===== src/rtl/mem_bus_arbiter_pkg.sv =====
// Shared types and constants for the SRAM bus arbiter: FSM states, owner codes, default widths.
package enkel_mem_pkg;

    localparam int DEF_ADDR_W = 8;
    localparam int DEF_DATA_W = 8;

    localparam logic OWNER_CPU = 1'b0;
    localparam logic OWNER_PRG = 1'b1;

    typedef enum logic [1:0] {
        IDLE,
        SETUP,
        STROBE,
        HOLD
    } arb_state_e;

endpackage


===== src/rtl/mem_bus_arbiter_if.sv =====
// Bundle of CPU port, programmer port and SRAM pin signals around the arbiter.
// MEM_ARB_LOCK_EN adds prg_lock, which lets the programmer keep the bus between its own accesses.
interface mem_bus_arbiter_if
    import enkel_mem_pkg::*;
#(
    parameter int ADDR_W = DEF_ADDR_W,
    parameter int DATA_W = DEF_DATA_W
);

    logic              cpu_req;
    logic              cpu_we;
    logic [ADDR_W-1:0] cpu_addr;
    logic [DATA_W-1:0] cpu_wdata;
    logic [DATA_W-1:0] cpu_rdata;
    logic              cpu_ack;

    logic              prg_req;
    logic              prg_we;
    logic [ADDR_W-1:0] prg_addr;
    logic [DATA_W-1:0] prg_wdata;
    logic [DATA_W-1:0] prg_rdata;
    logic              prg_ack;
`ifdef MEM_ARB_LOCK_EN
    logic              prg_lock;
`endif

    logic [ADDR_W-1:0] mem_addr;
    logic [DATA_W-1:0] mem_dout;
    logic              mem_drive;
    logic [DATA_W-1:0] mem_din;
    logic              CS;
    logic              OE;
    logic              WE;
    logic              owner;
    logic              busy;

    // Arbiter side
    modport slave (
        input  cpu_req, cpu_we, cpu_addr, cpu_wdata,
        input  prg_req, prg_we, prg_addr, prg_wdata,
        input  mem_din,
`ifdef MEM_ARB_LOCK_EN
        input  prg_lock,
`endif
        output cpu_rdata, cpu_ack, prg_rdata, prg_ack,
        output mem_addr, mem_dout, mem_drive, CS, OE, WE, owner, busy
    );

    // Requester / pin side
    modport master (
        output cpu_req, cpu_we, cpu_addr, cpu_wdata,
        output prg_req, prg_we, prg_addr, prg_wdata,
        output mem_din,
`ifdef MEM_ARB_LOCK_EN
        output prg_lock,
`endif
        input  cpu_rdata, cpu_ack, prg_rdata, prg_ack,
        input  mem_addr, mem_dout, mem_drive, CS, OE, WE, owner, busy
    );

endinterface


===== src/rtl/mem_arb_pick.sv =====
// Combinational winner selection between CPU and programmer plus the rr_last register.
// With MEM_ARB_LOCK_EN, prg_lock masks the CPU while the programmer holds the last grant.
module mem_arb_pick
    import enkel_mem_pkg::*;
#(
    parameter int PROG_PRIORITY = 1
)(
    input  logic clk,
    input  logic rst,
    input  logic cpu_req,
    input  logic prg_req,
`ifdef MEM_ARB_LOCK_EN
    input  logic prg_lock,
`endif
    input  logic grant_en,
    output logic grant_valid,
    output logic grant_owner
);

    logic rr_last;
    logic cpu_eff;

`ifdef MEM_ARB_LOCK_EN
    assign cpu_eff = cpu_req & ~(prg_lock & (rr_last == OWNER_PRG));
`else
    assign cpu_eff = cpu_req;
`endif

    // NOTE: every output gets a default first so no path through the block leaves it unassigned (no latch).
    always_comb begin
        grant_valid = cpu_eff | prg_req;
        grant_owner = OWNER_CPU;
        if (cpu_eff && prg_req) begin
            grant_owner = (PROG_PRIORITY != 0) ? OWNER_PRG : ~rr_last;
        end else if (prg_req) begin
            grant_owner = OWNER_PRG;
        end
    end

    // NOTE: state registers use non-blocking assignments so all flops update from pre-edge values.
    always_ff @(posedge clk or posedge rst) begin
        if (rst) begin
            rr_last <= OWNER_PRG;
        end else if (grant_en && grant_valid) begin
            rr_last <= grant_owner;
        end
    end

endmodule


===== src/rtl/mem_bus_arbiter.sv =====
// Shares one external SRAM between CPU and programmer: one setup/strobe/hold access per grant.
// Optional MEM_ARB_LOCK_EN adds the programmer burst lock (see mem_arb_pick).
module mem_bus_arbiter
    import enkel_mem_pkg::*;
#(
    parameter int ADDR_W        = DEF_ADDR_W,
    parameter int DATA_W        = DEF_DATA_W,
    parameter int STROBE_CYC    = 1,
    parameter int PROG_PRIORITY = 1
)(
    input  logic            clk,
    input  logic            master_reset,
    mem_bus_arbiter_if.slave bus
);

    localparam int               CNT_W      = (STROBE_CYC > 1) ? $clog2(STROBE_CYC) : 1;
    localparam logic [CNT_W-1:0] CNT_RELOAD = CNT_W'(STROBE_CYC - 1);

    arb_state_e        state_q, state_d;
    logic [CNT_W-1:0]  cnt_q;
    logic              owner_q;
    logic              we_q;
    logic [ADDR_W-1:0] addr_q;
    logic [DATA_W-1:0] wdata_q;
    logic [DATA_W-1:0] cpu_rdata_q;
    logic [DATA_W-1:0] prg_rdata_q;
    logic              grant_en;
    logic              grant_valid;
    logic              grant_owner;
    logic              strobe_last;

    assign grant_en    = (state_q == IDLE);
    assign strobe_last = (state_q == STROBE) && (cnt_q == '0);

    mem_arb_pick #(
        .PROG_PRIORITY (PROG_PRIORITY)
    ) u_pick (
        .clk         (clk),
        .rst         (master_reset),
        .cpu_req     (bus.cpu_req),
        .prg_req     (bus.prg_req),
`ifdef MEM_ARB_LOCK_EN
        .prg_lock    (bus.prg_lock),
`endif
        .grant_en    (grant_en),
        .grant_valid (grant_valid),
        .grant_owner (grant_owner)
    );

    always_ff @(posedge clk or posedge master_reset) begin
        if (master_reset) state_q <= IDLE;
        else              state_q <= state_d;
    end

    always_comb begin
        state_d = state_q;
        case (state_q)
            IDLE:    if (grant_valid) state_d = SETUP;
            SETUP:   state_d = STROBE;
            STROBE:  if (cnt_q == '0) state_d = HOLD;
            HOLD:    state_d = IDLE;
            default: state_d = IDLE;
        endcase
    end

    always_ff @(posedge clk or posedge master_reset) begin
        if (master_reset) begin
            cnt_q <= '0;
        end else if (state_q == SETUP) begin
            cnt_q <= CNT_RELOAD;
        end else if (state_q == STROBE && cnt_q != '0) begin
            cnt_q <= cnt_q - CNT_W'(1);
        end
    end

    // Request fields are captured at grant so requesters may change them during the access.
    always_ff @(posedge clk or posedge master_reset) begin
        if (master_reset) begin
            owner_q <= OWNER_CPU;
            we_q    <= 1'b0;
            addr_q  <= '0;
            wdata_q <= '0;
        end else if (grant_en && grant_valid) begin
            owner_q <= grant_owner;
            if (grant_owner == OWNER_PRG) begin
                we_q    <= bus.prg_we;
                addr_q  <= bus.prg_addr;
                wdata_q <= bus.prg_wdata;
            end else begin
                we_q    <= bus.cpu_we;
                addr_q  <= bus.cpu_addr;
                wdata_q <= bus.cpu_wdata;
            end
        end
    end

    // NOTE: read-data holding registers are reset because they drive outputs that must read 0 after reset.
    always_ff @(posedge clk or posedge master_reset) begin
        if (master_reset) begin
            cpu_rdata_q <= '0;
            prg_rdata_q <= '0;
        end else if (strobe_last && !we_q) begin
            if (owner_q == OWNER_PRG) prg_rdata_q <= bus.mem_din;
            else                      cpu_rdata_q <= bus.mem_din;
        end
    end

    assign bus.busy      = (state_q != IDLE);
    assign bus.CS        = (state_q != IDLE);
    assign bus.OE        = (state_q == STROBE) && !we_q;
    assign bus.WE        = (state_q == STROBE) && we_q;
    assign bus.mem_drive = (state_q != IDLE) && we_q;
    assign bus.mem_addr  = addr_q;
    assign bus.mem_dout  = wdata_q;
    assign bus.owner     = owner_q;
    assign bus.cpu_ack   = (state_q == HOLD) && (owner_q == OWNER_CPU);
    assign bus.prg_ack   = (state_q == HOLD) && (owner_q == OWNER_PRG);
    assign bus.cpu_rdata = cpu_rdata_q;
    assign bus.prg_rdata = prg_rdata_q;

endmodule


===== src/flat_wrapper.sv =====
// flat-port wrapper written by rule: the top's interface ports become plain ports
module mem_bus_arbiter_flat import enkel_mem_pkg::*;
#(
    parameter int ADDR_W        = DEF_ADDR_W,
    parameter int DATA_W        = DEF_DATA_W,
    parameter int STROBE_CYC    = 1,
    parameter int PROG_PRIORITY = 1
)
  (clk, master_reset, bus_cpu_req, bus_cpu_we, bus_cpu_addr, bus_cpu_wdata, bus_prg_req, bus_prg_we, bus_prg_addr, bus_prg_wdata, bus_mem_din, bus_cpu_rdata, bus_cpu_ack, bus_prg_rdata, bus_prg_ack, bus_mem_addr, bus_mem_dout, bus_mem_drive, bus_CS, bus_OE, bus_WE, bus_owner, bus_busy);
  mem_bus_arbiter_if #(.ADDR_W(ADDR_W), .DATA_W(DATA_W)) bus_i ();
  input  logic clk;
  input  logic master_reset;
  input wire logic [$bits(bus_i.cpu_req)-1:0] bus_cpu_req;
  input wire logic [$bits(bus_i.cpu_we)-1:0] bus_cpu_we;
  input wire logic [$bits(bus_i.cpu_addr)-1:0] bus_cpu_addr;
  input wire logic [$bits(bus_i.cpu_wdata)-1:0] bus_cpu_wdata;
  input wire logic [$bits(bus_i.prg_req)-1:0] bus_prg_req;
  input wire logic [$bits(bus_i.prg_we)-1:0] bus_prg_we;
  input wire logic [$bits(bus_i.prg_addr)-1:0] bus_prg_addr;
  input wire logic [$bits(bus_i.prg_wdata)-1:0] bus_prg_wdata;
  input wire logic [$bits(bus_i.mem_din)-1:0] bus_mem_din;
  output wire logic [$bits(bus_i.cpu_rdata)-1:0] bus_cpu_rdata;
  output wire logic [$bits(bus_i.cpu_ack)-1:0] bus_cpu_ack;
  output wire logic [$bits(bus_i.prg_rdata)-1:0] bus_prg_rdata;
  output wire logic [$bits(bus_i.prg_ack)-1:0] bus_prg_ack;
  output wire logic [$bits(bus_i.mem_addr)-1:0] bus_mem_addr;
  output wire logic [$bits(bus_i.mem_dout)-1:0] bus_mem_dout;
  output wire logic [$bits(bus_i.mem_drive)-1:0] bus_mem_drive;
  output wire logic [$bits(bus_i.CS)-1:0] bus_CS;
  output wire logic [$bits(bus_i.OE)-1:0] bus_OE;
  output wire logic [$bits(bus_i.WE)-1:0] bus_WE;
  output wire logic [$bits(bus_i.owner)-1:0] bus_owner;
  output wire logic [$bits(bus_i.busy)-1:0] bus_busy;
  assign bus_i.cpu_req = bus_cpu_req;
  assign bus_i.cpu_we = bus_cpu_we;
  assign bus_i.cpu_addr = bus_cpu_addr;
  assign bus_i.cpu_wdata = bus_cpu_wdata;
  assign bus_i.prg_req = bus_prg_req;
  assign bus_i.prg_we = bus_prg_we;
  assign bus_i.prg_addr = bus_prg_addr;
  assign bus_i.prg_wdata = bus_prg_wdata;
  assign bus_i.mem_din = bus_mem_din;
  assign bus_cpu_rdata = bus_i.cpu_rdata;
  assign bus_cpu_ack = bus_i.cpu_ack;
  assign bus_prg_rdata = bus_i.prg_rdata;
  assign bus_prg_ack = bus_i.prg_ack;
  assign bus_mem_addr = bus_i.mem_addr;
  assign bus_mem_dout = bus_i.mem_dout;
  assign bus_mem_drive = bus_i.mem_drive;
  assign bus_CS = bus_i.CS;
  assign bus_OE = bus_i.OE;
  assign bus_WE = bus_i.WE;
  assign bus_owner = bus_i.owner;
  assign bus_busy = bus_i.busy;
  mem_bus_arbiter #(.ADDR_W(ADDR_W), .DATA_W(DATA_W), .STROBE_CYC(STROBE_CYC), .PROG_PRIORITY(PROG_PRIORITY)) u_core (.clk(clk), .master_reset(master_reset), .bus(bus_i));
endmodule

===== config.mk =====
export PLATFORM = sky130hd
export DESIGN_NAME = mem_bus_arbiter_flat
export DESIGN_NICKNAME = d
export VERILOG_FILES = /design/src/rtl/mem_bus_arbiter_pkg.sv /design/src/rtl/mem_bus_arbiter_if.sv /design/src/rtl/mem_arb_pick.sv /design/src/rtl/mem_bus_arbiter.sv /design/src/flat_wrapper.sv
export SDC_FILE = /design/constraint.sdc
export NUM_CORES = 1
export LEC_CHECK = 0
export ABC_AREA = 1
export BUFFER_PORTS_ARGS = -buffer_cell sky130_fd_sc_hd__clkbuf_2
export CORE_MARGIN = 1.5
export CORE_UTILIZATION = 50
export CTS_CLUSTER_DIAMETER = 40
export DETAILED_ROUTE_END_ITERATION = 7
export PLACE_DENSITY = 0.92
export SYNTH_ARGS = -nofsm -noshare
export SYNTH_HDL_FRONTEND = slang
export SYNTH_SLANG_ARGS = --single-unit

===== constraint.sdc =====
create_clock -name clk -period 3.25 [get_ports clk]
set_input_delay 0.65 -clock clk [delete_from_list [all_inputs] [get_ports clk]]
set_output_delay 0.65 -clock clk [all_outputs]
set_load 0.01 [all_outputs]

== After elaboration in Yosys (flattened, before gate mapping) ==
Cells that the tools add are included.

* Register bits: 37
* Input bits: 46
* Output and inout port bits: 40
* Word-level logic and storage cells: 44

* Add/sub/neg operators: 1
* Eq/ne operators: 5
* Muxes and demuxes: 10
* Bitwise gates (word level): 3
* Reductions and logical operators: 17

{| class="wikitable"
|+ Operators with widths
! operator !! count
|-
| 2-to-1 mux 8 bit || 2
|-
| logical AND 1 bit || 10
|-
| one-hot mux 2 bit (4 select lines) || 1
|-
| AND reduction 2 bit || 3
|-
| 2-to-1 mux 1 bit || 5
|-
| equality test 2 bit, second input constant || 2
|-
| 2-to-1 mux 2 bit || 2
|-
| inequality test 2 bit, second input constant || 2
|-
| nonzero test 2 bit || 2
|-
| equality test 2 x 1 -> 1 bit, second input constant || 1
|-
| zero test 2 bit || 1
|-
| inverter 1 bit || 2
|-
| zero test 1 bit || 1
|-
| bitwise OR 1 bit || 1
|-
| subtractor 1 bit, second input constant || 1
|}

== Logic depth before layout (Yosys ltp) ==
* Word-level depth: 4
* Mapped depth: 7
* Mapped depth without buffers: 7

== Hierarchy ==
Synthesis repeated with hierarchy kept, for this count alone.

* Cell total of the unflattened synthesis: 223
* Area, all modules: 1839.3 um2

{| class="wikitable"
|+ By module, submodules not included
! module !! instances !! cells an instance !! area an instance (um2)
|-
| mem_bus_arbiter || 1 || 219 || 1824.2
|-
| mem_arb_pick || 1 || 4 || 15.0
|}

== Worst setup path before layout ==
Ideal clock, no wire load.

* Path kind: flip-flop to output port
* Start: register u_core.state_q[0]
* End: output bus_OE
* Data arrival time: 1.033 ns
* Setup slack: 1.567 ns
* Stages on the path, launching flop included: 6
* Path through: dfrtp_1 inv_1 ha_1 inv_2 nor2_8 buf_6

* Longest elaborated chain between the ends: 2

{| class="wikitable"
|+ RTL lines
! element !! RTL line !! text
|-
| start: declaration || mem_bus_arbiter.sv:19 || <nowiki>arb_state_e state_q, state_d;</nowiki>
|-
| start signal: assignment || mem_bus_arbiter.sv:52 || <nowiki>else state_q <= state_d;</nowiki>
|-
| equality test 2 bit || mem_bus_arbiter.sv:110 || <nowiki>assign bus.OE = (state_q == STROBE) && !we_q;</nowiki>
|-
| logical AND 1 bit || mem_bus_arbiter.sv:110 ||
|-
| end: declaration || flat_wrapper.sv:30 || <nowiki>output wire logic [$bits(bus_i.OE)-1:0] bus_OE;</nowiki>
|}

No other way between the ends.

== Worst setup path in the final report ==
Same ends and word-level chain as after synthesis.

==> flow_metrics.env <==
export IMPL_routed_wirelength_mm=4.205
export IMPL_synth_top_cells_by_area="sky130_fd_sc_hd__dfrtp_1, sky130_fd_sc_hd__nand2_1, sky130_fd_sc_hd__nand4_1, sky130_fd_sc_hd__ha_1, sky130_fd_sc_hd__buf_6"
export IMPL_clock_root_buffer="sky130_fd_sc_hd__clkbuf_8"
export IMPL_htree_levels=2
export IMPL_diodes=0
export IMPL_initial_core_utilization_pct=53.40
export IMPL_finalWeightedCongestion=0.7571
export IMPL_die_w_um=63.63
export IMPL_crit_fanout=19
export IMPL_totalNegativeSetupSlack_ns=0
export IMPL_place_ws_ns=1.322
export IMPL_ff_to_ff_setup_slack_ns=1.72
export IMPL_drt_first_pass_iters=5
export IMPL_clock_skew_ns=0.006484
export IMPL_achievable_frequency_mhz=459.9
export IMPL_worst_slack_ns=1.076
export IMPL_final_cell_count_no_fill=366
export IMPL_rsz0062_at_grt="false"
export IMPL_worstSetupPathType="reg -> out"
export IMPL_worst_slew_pin_slew_ns=0.5085
export IMPL_timing_critical_path_to_type="output port"
export IMPL_final_min_clock_period_ns=2.174
export IMPL_relative_area_change_from_synthesis_to_final_layout_pct=28.05
export IMPL_worst_skew_pair_late_latency_ns=0.29
export IMPL_dieArea_um2=4049
export IMPL_tritoncts_clock_tree="built"
export IMPL_drtIter0Drc=162
export IMPL_floorplan_core_area_um2=3442
export IMPL_power_switching_share_pct=41.82
export IMPL_combPwrFrac_pct=43.5
export IMPL_power_static_leakage_nw=1.457
export IMPL_grt_remaining_overflow=0
export IMPL_number_of_global_route_vias_before_repair=1664
export IMPL_switchingPower_w=0.0008786
export IMPL_critPathCapture="bus_OE"
export IMPL_dpl_hpwl_mm=3.231
export IMPL_timing_hold_worst_class="in -> async"
export IMPL_ys_top_cells_by_count="sky130_fd_sc_hd__nand2_1, sky130_fd_sc_hd__dfrtp_1, sky130_fd_sc_hd__nand4_1, sky130_fd_sc_hd__inv_1"
export IMPL_hold_viol_final=0
export IMPL_netlist_top_cell_by_area="sky130_fd_sc_hd__dfrtp_1"
export IMPL_fp_dieH_um=63.63
export IMPL_synthCells=235
export IMPL_intPower_w=0.001222
export IMPL_crit_reg2reg_capture="u_core.bus.prg_rdata[0]"
export IMPL_max_cap_violations=0
export IMPL_finalHoldWorstSlack_ns=0.4340
export IMPL_cts_buffers=5
export IMPL_finish_utilization_pct=68.38
export IMPL_clock_sink_count=37
export IMPL_pwr_share_seq_pct=40.1
export IMPL_peakVddDrop_mv=0.3767
export IMPL_holdBufCountCts=0
export IMPL_yosys_cell_count_top_type="sky130_fd_sc_hd__nand2_1"
export IMPL_setup_worst_path_start="u_core.state_q[0]"
export IMPL_grt_max_degree=38
export IMPL_drc_errors=0
export IMPL_wire_per_inst_um=11.49
export IMPL_timing_critical_path_from_type="flip-flop"
export IMPL_critical_r2r_launch="u_core.state_q[0]"
export IMPL_global_route_usage_total_pct=23.04
export IMPL_worst_slew_margin_rel_pct=65.97
export IMPL_syn_nets=285
export IMPL_fp_row_count=21
export IMPL_pin_count=86
export IMPL_timing_reg2reg_worst_path_depth=7
export IMPL_netlist_cell_type_count=18
export IMPL_syn_area_um2=1838
export IMPL_synth_ff_type="sky130_fd_sc_hd__dfrtp_1"
export IMPL_crit_required_ns=2.60
export IMPL_synth_enable_flop_cells=0
export IMPL_cp_arrival_ns=1.52
export IMPL_ys_warnings_count=0
export IMPL_clkSlewWorstSetupHoldPaths_ns=0.07
export IMPL_dr_vias=1755
export IMPL_setup_viol=0
export IMPL_synth_yosys_seq_area_share_pct=50.37
export IMPL_powerDensity_nw_per_um2=892.6
export IMPL_post_route_cells_drive_above_1_share_pct=32.19
export IMPL_synth_top_area_share_pct=50.37
export IMPL_flops_latches_synth=37
export IMPL_post_cts_resized_instances=0
export IMPL_io_buffers=85
export IMPL_synth_avg_cell_area_um2=7.821
export IMPL_finish_net_count=369
export IMPL_synth_async_sr_flop_share_pct=100.0
export IMPL_final_period_utilization_pct=66.90
export IMPL_dp_cells=358
export IMPL_vias_per_inst=4.795
export IMPL_status="completed"
export IMPL_drt_antenna_violating_nets=0
export IMPL_clock_power_share_pct=16.5
export IMPL_grt_pass1_wl_mm=7.217
export IMPL_slew_viol_final=0
export IMPL_post_cts_setup_inserts=0
export IMPL_antenna_found_initial=0
export IMPL_cts_buffer_depth=2
[critical path: stages, from the launching register on]
cell	delay (ns)
sky130_fd_sc_hd__dfrtp_1	0.42
sky130_fd_sc_hd__inv_1	0.10
sky130_fd_sc_hd__ha_1	0.22
sky130_fd_sc_hd__inv_2	0.09
sky130_fd_sc_hd__nor2_8	0.22
sky130_fd_sc_hd__clkbuf_2	0.18
[power groups by stage]
stage                     clock [W]  combinational (W)  sequential (W)
after floorplan                   0           0.000523        0.000905
after global placement            0           0.000885        0.000841
after detailed placement          0           0.000928        0.000845
after CTS                  0.000350           0.000927        0.000842
after global routing       0.000377            0.00103        0.000870
final                      0.000346           0.000913        0.000842
[sequential cells by signal (all words and copies together), names as in the netlist]
signal	count
u_core.bus.cpu_rdata	8
u_core.bus.mem_addr	8
u_core.bus.mem_dout	8
u_core.bus.owner	1
u_core.bus.prg_rdata	8
u_core.cnt_q	1
u_core.state_q	2
u_core.we_q	1
[worst min path at each step]
stage | start | endpoint | slack, ns
2_1_floorplan | u_core.state_q[1] | u_core.state_q[1] | 0.49
3_3_place_gp | u_core.bus.prg_rdata[3] | u_core.bus.prg_rdata[3] | 0.45
3_5_place_dp | u_core.bus.prg_rdata[5] | u_core.bus.prg_rdata[5] | 0.46
4_1_cts | master_reset | u_core.bus.mem_addr[2] | 0.45
5_1_grt | u_core.bus.cpu_rdata[2] | u_core.bus.cpu_rdata[2] | 0.49
6_report | master_reset | u_core.bus.cpu_rdata[5] | 0.43
[layout make-up]
class	instances	area, µm²
Clock buffer	7	96.34
Clock inverter	1	5.005
Sequential cell	37	925.9
Fill cell	308	1089
Inverter	13	53.80
Timing Repair Buffer	86	432.9
Tap cell	46	57.56
Multi-Input combinational cell	176	782.0
[logic make-up (layout without fill, tap and decap cells)]
logic type / Yosys count / after routing / synth area share [%]
AOI/OAI and AO/OA: 2 / 2 / 1.157
adders and majority gates: 4 / 4 / 2.723
buffers and inverters: 22 / 107 / 7.079
DFF: 37 / 37 / 50.37
and+or+nand+nor: 170 / 170 / 38.67
[stage by stage]
stage          total power, W  instance area, µm²
6_report             0.002101                2354
3_3_place_gp         0.001726                2252
2_1_floorplan        0.001427                1838
5_1_grt              0.002278                2354
4_1_cts              0.002119                2354
3_5_place_dp         0.001773                2252
[layer usage]
metal	share of wire (%)	vias up	global-route usage (%)
met5	0	-	0
met4	0.98	0	5.707
met3	6.9	5	6.429
met2	50	81	40.39
met1	42	775	27.89
li1	-	894	-
[placed cells by master, fill, tap and decap left out, types with 2 or more instances in the layout]
cell and instances:
sky130_fd_sc_hd__nor2_1 3, sky130_fd_sc_hd__nand3_2 2, sky130_fd_sc_hd__nand2_1 145, sky130_fd_sc_hd__clkbuf_2 85, sky130_fd_sc_hd__nand3_1 2, sky130_fd_sc_hd__dfrtp_1 37
sky130_fd_sc_hd__inv_4 2, sky130_fd_sc_hd__inv_1 8, sky130_fd_sc_hd__clkbuf_8 7, sky130_fd_sc_hd__nand4_1 16, sky130_fd_sc_hd__ha_1 4, sky130_fd_sc_hd__inv_2 3
Note: power is estimated with default switching activity, not from simulation.
